$ cat src/rtl/max6675_scan_ctrl.sv
// rtl/max6675_scan_ctrl.sv - periodic multi-chip MAX6675 thermocouple scanner on a shared SPI bus
//
// Purpose: every SAMPLE_PERIOD clocks (when enabled), read one 16-bit frame from each of NUM_CH
// MAX6675 chips in turn and present the decoded reading with a one-cycle sample_valid strobe.
// Ports:
//   clk, rst_n        system clock, synchronous active-low reset
//   enable            allow periodic scans to start
//   spi_cs_n          per-chip chip selects (at most one low)
//   spi_sclk          serial clock, idle low
//   spi_miso          shared SO line, already synchronised
//   sample_valid      one-cycle strobe; sample_* change only with it
//   sample_ch         channel of the current sample
//   sample_raw        frame[14:3], 0.25 C per LSB
//   sample_celsius    frame[14:5], whole degrees C
//   sample_open       frame[2], thermocouple open
//   sample_fault      frame[15] | frame[1]
//   busy              a scan is in progress
module max6675_scan_ctrl #(
    parameter int NUM_CH        = 2,
    parameter int SCLK_DIV      = 8,
    parameter int CS_SETUP      = 8,
    parameter int SAMPLE_PERIOD = 12_500_000,
    localparam int CH_W         = (NUM_CH > 1) ? $clog2(NUM_CH) : 1
) (
    input  logic              clk,
    input  logic              rst_n,
    input  logic              enable,
    output logic [NUM_CH-1:0] spi_cs_n,
    output logic              spi_sclk,
    input  logic              spi_miso,
    output logic              sample_valid,
    output logic [CH_W-1:0]   sample_ch,
    output logic [11:0]       sample_raw,
    output logic [9:0]        sample_celsius,
    output logic              sample_open,
    output logic              sample_fault,
    output logic              busy
);

    localparam int PER_W = (SAMPLE_PERIOD > 1) ? $clog2(SAMPLE_PERIOD) : 1;
    localparam int T_MAX = (CS_SETUP > SCLK_DIV) ? CS_SETUP : SCLK_DIV;
    localparam int TW    = $clog2(T_MAX + 1);

    typedef enum logic [2:0] {
        S_IDLE,
        S_SETUP,
        S_SHIFT,
        S_HOLD,
        S_DONE
    } state_t;

    state_t             r_state;
    logic [PER_W-1:0]   r_period;
    logic [TW-1:0]      r_timer;
    logic [4:0]         r_bit;
    logic [CH_W-1:0]    r_ch;
    logic [15:0]        r_shift;
    logic [NUM_CH-1:0]  r_cs_n;
    logic               r_sclk;
    logic               r_valid;
    logic [CH_W-1:0]    r_sample_ch;
    logic [11:0]        r_raw;
    logic [9:0]         r_celsius;
    logic               r_open;
    logic               r_fault;
    logic               r_busy;

    logic               w_tick;
    logic               w_last_ch;
    logic [CH_W-1:0]    w_next_ch;

    assign w_tick    = (r_period == PER_W'(SAMPLE_PERIOD - 1));
    assign w_last_ch = (r_ch == CH_W'(NUM_CH - 1));
    assign w_next_ch = r_ch + 1'b1;

    // Chip-select pattern with only the addressed chip pulled low.
    function automatic logic [NUM_CH-1:0] cs_for(input logic [CH_W-1:0] ch);
        cs_for = ~(NUM_CH'(1) << ch);
    endfunction

    always_ff @(posedge clk) begin
        if (!rst_n) begin
            r_state     <= S_IDLE;
            r_period    <= '0;
            r_timer     <= '0;
            r_bit       <= '0;
            r_ch        <= '0;
            r_shift     <= '0;
            r_cs_n      <= '1;
            r_sclk      <= 1'b0;
            r_valid     <= 1'b0;
            r_sample_ch <= '0;
            r_raw       <= '0;
            r_celsius   <= '0;
            r_open      <= 1'b0;
            r_fault     <= 1'b0;
            r_busy      <= 1'b0;
        end else begin
            r_valid  <= 1'b0;
            r_period <= w_tick ? '0 : r_period + 1'b1;

            case (r_state)
                S_IDLE: begin
                    // A tick arriving while a scan runs is simply lost.
                    if (w_tick && enable) begin
                        r_state <= S_SETUP;
                        r_ch    <= '0;
                        r_cs_n  <= cs_for('0);
                        r_timer <= '0;
                        r_busy  <= 1'b1;
                    end
                end

                S_SETUP: begin
                    // The setup window doubles as the low phase before the first
                    // rise, so the first rise lands CS_SETUP clocks after CS_n falls.
                    if (r_timer == TW'(CS_SETUP - 1)) begin
                        r_state <= S_SHIFT;
                        r_sclk  <= 1'b1;
                        r_shift <= {r_shift[14:0], spi_miso};
                        r_bit   <= 5'd1;
                        r_timer <= '0;
                    end else begin
                        r_timer <= r_timer + 1'b1;
                    end
                end

                S_SHIFT: begin
                    // SO changes on the chip's falling edge, so it is stable when
                    // captured on the clock edge that raises sclk.
                    if (r_timer == TW'(SCLK_DIV - 1)) begin
                        r_timer <= '0;
                        if (r_sclk) begin
                            r_sclk <= 1'b0;
                        end else if (r_bit == 5'd16) begin
                            r_state <= S_HOLD;
                        end else begin
                            r_sclk  <= 1'b1;
                            r_shift <= {r_shift[14:0], spi_miso};
                            r_bit   <= r_bit + 1'b1;
                        end
                    end else begin
                        r_timer <= r_timer + 1'b1;
                    end
                end

                S_HOLD: begin
                    if (r_timer == TW'(SCLK_DIV - 1)) begin
                        r_state <= S_DONE;
                        r_cs_n  <= '1;
                        r_timer <= '0;
                    end else begin
                        r_timer <= r_timer + 1'b1;
                    end
                end

                S_DONE: begin
                    if (r_timer == '0) begin
                        r_valid     <= 1'b1;
                        r_sample_ch <= r_ch;
                        r_raw       <= r_shift[14:3];
                        r_celsius   <= r_shift[14:5];
                        r_open      <= r_shift[2];
                        r_fault     <= r_shift[15] | r_shift[1];
                    end
                    // Staying here SCLK_DIV cycles sets the CS_n-high gap between chips.
                    if (r_timer == TW'(SCLK_DIV - 1)) begin
                        r_timer <= '0;
                        if (w_last_ch) begin
                            r_state <= S_IDLE;
                            r_busy  <= 1'b0;
                        end else begin
                            r_state <= S_SETUP;
                            r_ch    <= w_next_ch;
                            r_cs_n  <= cs_for(w_next_ch);
                        end
                    end else begin
                        r_timer <= r_timer + 1'b1;
                    end
                end

                default: begin
                    r_state <= S_IDLE;
                    r_cs_n  <= '1;
                    r_sclk  <= 1'b0;
                    r_busy  <= 1'b0;
                end
            endcase
        end
    end

    assign spi_cs_n       = r_cs_n;
    assign spi_sclk       = r_sclk;
    assign sample_valid   = r_valid;
    assign sample_ch      = r_sample_ch;
    assign sample_raw     = r_raw;
    assign sample_celsius = r_celsius;
    assign sample_open    = r_open;
    assign sample_fault   = r_fault;
    assign busy           = r_busy;

endmodule

$ cat config.mk
export PLATFORM = sky130hd
export DESIGN_NAME = max6675_scan_ctrl
export DESIGN_NICKNAME = d
export VERILOG_FILES = /design/src/rtl/max6675_scan_ctrl.sv
export SDC_FILE = /design/constraint.sdc
export NUM_CORES = 1
export LEC_CHECK = 0
export CAP_MARGIN = 10
export CORE_UTILIZATION = 60
export DETAILED_ROUTE_END_ITERATION = 12
export PLACE_DENSITY = 0.83
export SLEW_MARGIN = 20
export SYNTH_ARGS = -nofsm -noshare
export SYNTH_HDL_FRONTEND = slang
export SYNTH_SLANG_ARGS = --single-unit
$ cat constraint.sdc
create_clock -name clk -period 5.56 [get_ports clk]
set_input_delay 0.834 -clock clk [delete_from_list [all_inputs] [get_ports clk]]
set_output_delay 0.834 -clock clk [all_outputs]
set_load 0.02 [all_outputs]
======== Word-level counts from Yosys, hierarchy flattened ========
Index checks and enable logic that the tools add are counted.
operators by class
  $add $sub $neg .......................... 4
  equality and inequality tests ........... 17
  shifts and indexed selects .............. 1
  muxes and demuxes ....................... 41
  bitwise operators ....................... 6
  reductions and logical operators ........ 20
operators with widths
  kind                                                                    number
  16-bit two-way mux                                                      4
  16-bit case mux with 2 select lines                                     1
  24-bit by 1-bit adder with 24-bit output (second input constant)        1
  24-bit equality test (second input constant)                            1
  3-bit two-way mux                                                       7
  5-bit two-way mux                                                       4
  2-bit != test (second input constant)                                   10
  3-bit case mux with 5 select lines                                      1
  1-bit two-way mux                                                       12
  5-bit case mux with 2 select lines                                      1
  5-bit AND reduction                                                     2
  2-bit two-way mux                                                       4
  4-bit two-way mux                                                       2
  2-bit case mux with 4 select lines                                      1
  4-bit case mux with 2 select lines                                      1
  7-bit AND reduction                                                     1
  3-bit by 2-bit equality test with 1-bit output (second input constant)  2
  1-bit case mux with 3 select lines                                      2
  2-bit AND reduction                                                     3
  3-bit AND reduction                                                     2
  2-bit nonzero test                                                      3
  3-bit OR reduction                                                      2
  5-bit by 1-bit adder with 5-bit output (second input constant)          1
  5-bit equality test (second input constant)                             1
  other kinds (16)                                                        20
word-level totals
  flip-flop bits (word level) ............. 83
  bits of input ports ..................... 4
  output and inout port bits .............. 30
  logic and storage cells ................. 104

======== Longest topological paths before layout ========
  word-level depth ........................ 6
  depth in mapped cells ................... 7
  depth with buffers taken out ............ 6

======== Worst setup path after synthesis ========
No wires, ideal clock.
  kind .................................... input -> register
  start ................................... in rst_n
  end ..................................... reg r_state[0]
  library setup time ...................... 0.061 ns
  arrival time ............................ 1.796 ns
  data required time ...................... 5.499 ns
  setup slack ............................. 3.702 ns
  cell stages on the path ................. 4
  buffers on the path ..................... 1
  cell sequence ........................... clkbuf_1 -> clkinv_1 -> a2111oi_0 -> a32o_1
RTL lines
  element               line  RTL
  from (decl)           26    input logic rst_n,
  to (signal assigned)  83    r_state <= S_IDLE;
  to (signal assigned)  106   r_state <= S_SETUP;
  to (signal assigned)  118   r_state <= S_SHIFT;
  to (decl)             52    state_t r_state;

======== Worst setup path in the final report ========
  start ................................... reg r_state[1]
  end ..................................... reg r_fault, in the netlist sample_fault
on the way
  longest elaborated chain between the ends .. 2
ends and longest elaborated chain
  element                        line  RTL
  3-bit equality test            102   case (r_state)
  2-bit AND reduction (no line)  --
  to (signal assigned)           164   r_fault <= r_shift[15] | r_shift[1];
  to (decl)                      65    logic r_fault;
Every way passes these cells.
A chain may end at the register's enable or synchronous reset.

==> impl_metrics.yaml <==
critical_path:
  endpoint_kind: "register"
  cp.required_ns: 5.84
  arrival_ns: 2.74
  path_class: "reg -> reg"
  critPathLaunchType: "register"
  crit_fanout: 17
sta:
  hold_ws_ns: 0.465
  fmax_mhz: 406
  final_hold_viol_count: 0
  setup_violations: 0
  clock_skew_ns: 0.0101
  worst_pin_slew_ns: 0.960
  min_period_ns: 2.47
  period_share_pct: 44.3
  fin_ws_ns: 3.09
  max_slew_margin_pct: 36.0
  drv_slew: 0
  tns_ns: 0
  rsz0062_at_grt: "false"
synth:
  synthFlopType: "dfxtp_1"
  yosys.cell_types.count: 53
  syn_area_per_cell_um2: 8.71
  synth.cell_area_um2: 3400
  synthArstFlopShare_pct: 0
  synth_edf_count: 0
  yosysSeqAreaShare_pct: 43.0
  syn_nets: 399
  netlist_instances: 390
  ys_seq_elements: 73
  ys_warn_count: 0
global_routing:
  grt-ovfl-total: 0
  grt_util_all_layers_pct: 24.4
  grt_first_pass_wirelength_um: 11600
  grt_start_max_net_pins: 34
  antenna_found_initial: 0
  first_global_vias: 2601
clocking:
  numCtsBuffers: 9
  clk_pin_slew_worst_paths_ns: 0.08
  clock_path_buffers: 2
  post_cts_resized: 0
  cts-root-buf: "clkbuf_8"
  cts_tree: "yes"
  cts_sinks: 73
  post-cts-setup-buffers: 0
  cts_hold_buf: 0
  htree_levels: 3
  clk_latency_ns: 0.36
power:
  power_density_nw_per_um2: 244
  p_seq_share_pct: 56.3
  pwr-share-comb_pct: 1.8
  ir_worst_vdd_uv: 136
  switching_share_pct: 25.1
  p_clk_share_pct: 42.0
  p_switching_w: 0.000235
  p_int_w: 0.000701
  leakagePower_nw: 1.37
detailed_routing:
  drt-total-wl_um: 6790
  first_pass_iters: 5
  drtAntennaViolNets: 0
  detail_route.vias_per_cell: 6.03
  dr_total_vias: 2883
  wl_per_cell_um: 14.2
  drt_drc_violations_left: 0
  dr.first_iter.drc_count: 222
die:
  die_y_um: 77.2
  coreArea_um2: 5470
  rows: 27
  dieArea_um2: 5960
  ioPinCount: 34
  start_util_pct: 62.0
  die_w_um: 77.2
place:
  dpl.hpwl_um: 4460
  gp_congestion: 0.852
  dp_slack_ns: 2.97
  numPortBuffers: 33
  place_inst: 462
finish:
  area_growth_pct: 12.7
  nNetsFinal: 410
  antenna_cells: 0
  final_cells: 478
  layout-drive-gt1-share_pct: 6.16
run_status:
  status: "finished, final reports clean"
min_path:
  hold_class: "reg -> reg"
flow_run:
  cap_violations: 0
==> layout by cell type, fill, tap and decap left out, drive strengths merged, types with 5 or more instances in the layout <==
cell and n:
clkdlybuf4s50 33, nand3 29, mux2i 16, or4 7, a21oi 35, nor2 38
ha 5, nand2 9, clkbuf 9, or3 9, nor3 9, o31ai 7
o21ai 35, xor2 10, inv 14, dfxtp 73, and4 6, nand4 12
==> registers in the layout, indices dropped and copies added, names as in the netlist <==
name,count
r_period,24
r_shift,16
sample_raw,12
r_bit,5
r_timer,4
r_state,3
spi_cs_n,2
busy,1
r_ch,1
sample_ch,1
sample_fault,1
sample_open,1
sample_valid,1
spi_sclk,1
==> metal layers <==
metal	wire (um)	global-route usage, %	vias up
met3	235	7.26	12
met2	3310	39.6	58
met1	3130	30.3	1378
li1	-	-	1435
met5	0	0	-
met4	117	9.06	0
==> area by class of cell <==
class | count | area, um^2
flip-flops and latches | 73 | 1460
clock buffers | 9 | 124
fillers | 457 | 1650
inverters | 10 | 37.5
multi-input cells | 273 | 1720
clock inverters | 7 | 61.3
repair buffers | 34 | 338
well taps | 72 | 90.1
==> critical path: stages, from the launching register on <==
cell,delay [ns]
dfxtp_1,0.44
nor2_1,0.69
nand4_2,0.71
nor2b_1,0.36
nor3_1,0.17
==> power by group through the flow <==
stage	clock network, W	registers (W)	logic (W)
3_3_place_gp	0	0.000539	0.0000165
6_report	0.000393	0.000526	0.0000166
5_1_grt	0.000426	0.000527	0.0000184
4_1_cts	0.000400	0.000527	0.0000167
3_5_place_dp	0	0.000539	0.0000167
2_1_floorplan	0	0.000539	0.0000113
==> kinds of logic (layout without fill, tap and decap cells) <==
logic type,after synthesis,in the layout,synth area share [%]
multiplexers,16,16,4.72
buffers and inverters,44,60,6.45
adder cells (fa/ha/maj),5,5,1.84
AO/OA/AOI/OAI,97,97,17.1
AND/OR/NAND/NOR,141,141,23.3
XOR/XNOR,14,14,3.61
flip-flops,73,73,43.0
==> synth_stat cells (all sizes together) (5+ instances only) <==
master  instances  area [um^2]
mux2i          16          160
o21ai          35          179
buf            21          133
nand3          29          145
inv             9         33.8
a21oi          35          175
nor3            9         50.1
clkbuf         13         48.8
nand4          12         81.3
and4            6         52.6
dfxtp          73         1460
nor2           38          145
or4             7         52.6
ha              5         62.6
xor2           10         87.6
or3             9         56.3
o31ai           7         66.3
nand2           9         33.8
==> per-stage QoR <==
step | power, W | area, um^2 | utilization [%]
floorplan | 0.000550 | 3400 | -
global placement | 0.000555 | 3640 | 66.6
detailed placement | 0.000555 | 3640 | 66.6
CTS | 0.000943 | 3830 | 69.9
global route | 0.000971 | 3830 | 69.9
finish | 0.000936 | 3830 | 69.9
==> worst paths after layout <==
check | start | end | slack (ns) | cells past startpoint
min | r_period[0] | r_period[0] | 0.46 | 1
min reg2reg | r_period[0] | r_period[0] | 0.46 | 1
max reg2reg | r_state[1] | sample_fault | 3.09 | 4
max | r_state[1] | sample_fault | 3.09 | 4
Power figures use the tool's default switching activity.
